--- src/rtl/shift_add_multiplier_24bit.sv ---
// ----------------------------------------------------------------------------
// shift_add_multiplier_24bit
//
// Sequential radix-2 shift-and-add multiplier. Two WIDTH-bit operands are
// captured on a start pulse, and a 2*WIDTH-bit product comes back after a
// fixed WIDTH+1 cycle latency. The handshake is the same as the restoring
// divider's, so one controller can drive either unit.
//
// Signed operation works on magnitudes. The sign is applied to the magnitude
// product in the FINISH cycle.
//
// Ports:
//   clk           system clock, rising edge active
//   reset         asynchronous, active-high, clears all state
//   start         request strobe, only looked at while idle
//   multiplicand  operand A, captured on the accepting edge
//   multiplier    operand B, captured on the accepting edge
//   signed_mode   1 = two's-complement operands, 0 = unsigned
//   product       2*WIDTH-bit result, held until the next completion
//   busy          high from the accepting edge until the completing edge
//   done          single-cycle completion pulse
// ----------------------------------------------------------------------------
module shift_add_multiplier_24bit #(
    parameter int WIDTH = 24
) (
    input  logic                 clk,
    input  logic                 reset,
    input  logic                 start,
    input  logic [WIDTH-1:0]     multiplicand,
    input  logic [WIDTH-1:0]     multiplier,
    input  logic                 signed_mode,
    output logic [2*WIDTH-1:0]   product,
    output logic                 busy,
    output logic                 done
);

    localparam int CW = $clog2(WIDTH + 1);

    typedef enum logic [1:0] {
        IDLE,
        RUN,
        FINISH
    } state_t;

    state_t             state, state_n;
    logic [CW-1:0]      count, count_n;
    logic [2*WIDTH:0]   acc, acc_n;
    logic [WIDTH-1:0]   mcand, mcand_n;
    logic               neg, neg_n;
    logic [2*WIDTH-1:0] product_n;
    logic               busy_n, done_n;

    logic [WIDTH-1:0]   a_mag, b_mag;
    logic [WIDTH:0]     sum;
    logic [2*WIDTH:0]   shifted;
    logic [2*WIDTH-1:0] mag_product;

    // The most negative value has magnitude 2^(WIDTH-1). That magnitude is
    // still a valid WIDTH-bit unsigned number, so plain negation is enough.
    assign a_mag = (signed_mode && multiplicand[WIDTH-1]) ? -multiplicand : multiplicand;
    assign b_mag = (signed_mode && multiplier[WIDTH-1])   ? -multiplier   : multiplier;

    // acc[2*WIDTH] is always zero after a shift. Using it as the top sum bit
    // gives the same value as a zero-extended upper half.
    assign sum         = acc[2*WIDTH:WIDTH] + (acc[0] ? {1'b0, mcand} : '0);
    assign shifted     = {sum, acc[WIDTH-1:0]} >> 1;
    assign mag_product = acc[2*WIDTH-1:0];

    always_ff @(posedge clk or posedge reset) begin
        if (reset) begin
            state   <= IDLE;
            count   <= '0;
            acc     <= '0;
            mcand   <= '0;
            neg     <= 1'b0;
            product <= '0;
            busy    <= 1'b0;
            done    <= 1'b0;
        end else begin
            state   <= state_n;
            count   <= count_n;
            acc     <= acc_n;
            mcand   <= mcand_n;
            neg     <= neg_n;
            product <= product_n;
            busy    <= busy_n;
            done    <= done_n;
        end
    end

    always_comb begin
        state_n   = state;
        count_n   = count;
        acc_n     = acc;
        mcand_n   = mcand;
        neg_n     = neg;
        product_n = product;
        busy_n    = busy;
        done_n    = 1'b0;

        case (state)
            IDLE: begin
                if (start) begin
                    mcand_n = a_mag;
                    acc_n   = {{(WIDTH+1){1'b0}}, b_mag};
                    count_n = CW'(WIDTH);
                    neg_n   = signed_mode & (multiplicand[WIDTH-1] ^ multiplier[WIDTH-1]);
                    busy_n  = 1'b1;
                    state_n = RUN;
                end
            end
            RUN: begin
                acc_n   = shifted;
                count_n = count - CW'(1);
                if (count == CW'(1)) begin
                    state_n = FINISH;
                end
            end
            FINISH: begin
                product_n = neg ? -mag_product : mag_product;
                done_n    = 1'b1;
                busy_n    = 1'b0;
                state_n   = IDLE;
            end
            default: begin
                state_n = IDLE;
            end
        endcase
    end

endmodule

--- config.mk ---
export PLATFORM = sky130hd
export DESIGN_NAME = shift_add_multiplier_24bit
export DESIGN_NICKNAME = d
export VERILOG_FILES = /design/src/rtl/shift_add_multiplier_24bit.sv
export SDC_FILE = /design/constraint.sdc
export NUM_CORES = 1
export LEC_CHECK = 0
export CORE_ASPECT_RATIO = 0.9
export CORE_MARGIN = 3
export CORE_UTILIZATION = 43
export CTS_CLUSTER_SIZE = 30
export DETAILED_ROUTE_END_ITERATION = 6
export HOLD_SLACK_MARGIN = 0.05
export PLACE_DENSITY = 0.73
export SKIP_CTS_REPAIR_TIMING = 1
export SYNTH_ARGS = -nofsm -noshare
export SYNTH_HDL_FRONTEND = slang
export SYNTH_SLANG_ARGS = --single-unit
--- constraint.sdc ---
create_clock -name clk -period 5.1 [get_ports clk]
set_input_delay 1.53 -clock clk [delete_from_list [all_inputs] [get_ports clk]]
set_output_delay 1.53 -clock clk [all_outputs]
set_load 0.05 [all_outputs]
==> metrics <==
CP Capture Type=register; Syn Inst Count=962; CTS HTree Levels=4; Mapped Nets=1044; initial antenna violation count=0; status=complete, no violations; Synth Flop Type=dfrtp_1; Placed Area=0.00951 sq mm; Clock Tree Root=clkbuf_16; clock power share=a little under 20%; Synth top area share=39.1%; static leakage=4.07 nW; Fin Clk Skew=7.64 ps; gr ovfl total=0; Initial Utilization=44.5%; Synth area leaders=dfrtp_1 (39%), o21ai_0 (8.1%), xor2_1 (7.3%); DP HPWL=15900 um; port bufs=101; Crit Path Class=in2reg; final hold slack=470 ps; DRC violations left=0; CTS sink count=130; top sig layer=met4; Hold Path Class=reg2reg; Setup Total Neg Slack=0 ps; share of cells above drive strength 1=between 5 and 6%; DIE AREA=roughly 0.021 sq mm; Setup violations, final=0; Iter 0 DRT Violations=550; via count=7359; flops & latches, synth=130; Fillers=1731; Critical Path RT=5370 ps; RSZ-0062 raised after global routing=false; Max Cap Viol=0; nets=1118; Post-Syn Area=0.00832 sq mm; Final Max Tran Viols=0; die width=between 150 and 200 um; Placed Instances=approximately 1300; Worst VDD drop=0.262 mV; clock tree buffer depth=2; met2 wire length=8910 um; 1st-pass router iterations=5; Antenna Nets Post-Route=0; clock-pin transition on the worst setup and hold timing paths=50 ps; drt total wl=21300 um; fin util=54.1%; leading area contributor after synthesis=dfrtp_1; wire length on met1=10600 um; arrival time at the worst endpoint=between 3000 and 4000 ps; PnR worst setup slack=approximately 1500 ps; Max FO, Critical Path=6; # diodes=0; Hold Fails Final Rpt=0; Final period util=a little under three quarters; syn avg cell area=~8.6 sq um; core area=0.0187 sq mm; metal3 WL=1470 um; maximum number of pins on one net before global-route repair=92; CTS Buf Count=17; yosys warns=0; Post-Layout Cell Count=1294; Syn-to-layout area delta=21.6%; Finished Cell Area=about 0.010 sq mm; Core Rows=47; CTS tree=done; GP Congestion=0.912; P_sw=2.80 mW; Switching Share=45.1%; sequential share of power=between 30% and 40%; Max Clk Rate=0.275 GHz; gr usage total=20.3%; Routed WL per cell=about 16 um; Final min period=about 3600 ps; routed vias/inst=between 5 and 6; asr flop ratio synth=between 90% and 100%; Die H=138 um; clock insertion delay at the later pin of the skew report=430 ps; Synth cell types=60; post-synthesis sequential area ratio=39.1%; Worst-Margin Slew=between 900 and 1000 ps; Pwr Total=6.22 mW; Worst setup SP type=input port; Max-slew headroom=35.8%; Post-synth EDFFs=0; Pint=3.42 mW; Pwr Density=615 mW/mm^2; Ports=102; dpl ws=1040 ps; first-pass GRT wire length=34700 um; vias in the first global route=roughly 6800; Comb pwr share=48.3%
-- Yosys cell counts (all sizes together), types with 15 or more instances --
library cell    n
clkbuf         52
o41ai          17
dfrtp         130
a21oi          52
nor2           39
xor2           69
ha             29
o31ai          24
nand3          33
o21ai         145
and2           28
xnor2          30
nor3           21
inv            17
a22oi          15
nand2         133
-- final timing paths --
path                          startpoint     endpoint  slack, ps  cells after the start
max                        multiplier[9]      acc[22]       1460                      7
min reg2reg                    mcand[17]    mcand[17]        470                      2
max in group asynchronous          reset      acc[36]       2660                      3
max reg2reg                       acc[0]      acc[45]       1670                     11
min                            mcand[17]    mcand[17]        470                      2
min in group asynchronous          reset  product[13]       1600                      2
-- final cells by class --
class / count / area (sq um) / share of cell area, %
timing repair buffer: 111 / 1100 / 10.9
sequential: 130 / 3250 / 32.2
clock inverter: 9 / 130 / 1.29
clock buffer: 23 / 468 / 4.63
inverter: 18 / 70.1 / 0.693
tap: 245 / 307 / 3.03
multi-input combinational: 758 / 4780 / 47.3
-- cells in the final DEF, fill, tap and decap left out, drive strengths merged, types with 21 or more instances in the layout --
master         netlist  layout
o21ai              145     145
nand2              133     133
dfrtp              130     130
clkdlybuf4s50        0     101
xor2                69      69
a21oi               52      52
nor2                39      39
nand3               33      33
xnor2               30      30
ha                  29      29
and2                28      28
o31ai               24      24
clkbuf              52      23
nor3                21      21
-- worst max-delay path, stage by stage --
cell	delay, ps
clkdlybuf4s50_1	510
or4_4	560
or4b_4	550
nor4b_4	400
a211oi_1	120
a31oi_1	180
o21ai_1	70
-- flip-flops by register name (all words and copies together) (netlist names) --
signal   count
busy         1
neg          1
state        2
product     48
acc         48
mcand       24
done         1
count        5
-- kinds of logic (layout without fill, tap and decap cells) --
group | Yosys count | after routing | share of synthesized area (%)
AO/OA/AOI/OAI | 302 | 302 | 22.1
XOR/XNOR | 99 | 99 | 10.4
adder cells (fa/ha/maj) | 30 | 30 | 4.60
buffers and inverters | 74 | 161 | 3.43
flip-flops | 130 | 130 | 39.1
multiplexers | 5 | 5 | 0.602
AND/OR/NAND/NOR | 322 | 322 | 19.7
-- routing by layer --
| layer | track usage [%] | vias up |
|---|---|---|
| met3 | 3.93 | 28 |
| met4 | 5.94 | 0 |
| met5 | 0 | - |
| met2 | 29.4 | 277 |
| li1 | - | 3616 |
| met1 | 30.8 | 3438 |
-- power by group through the flow --
stage | Combinational [mW] | Sequential, mW | Clock, mW
after global placement | 2.91 | 1.96 | 0
after detailed placement | 2.97 | 1.98 | 0
after CTS | 3.00 | 1.97 | 1.26
final | 3.00 | 1.98 | 1.24
after floorplan | 1.86 | 2.19 | 0
after global routing | 3.32 | 2.04 | 1.30
Note: power is estimated with default switching activity, not from simulation.
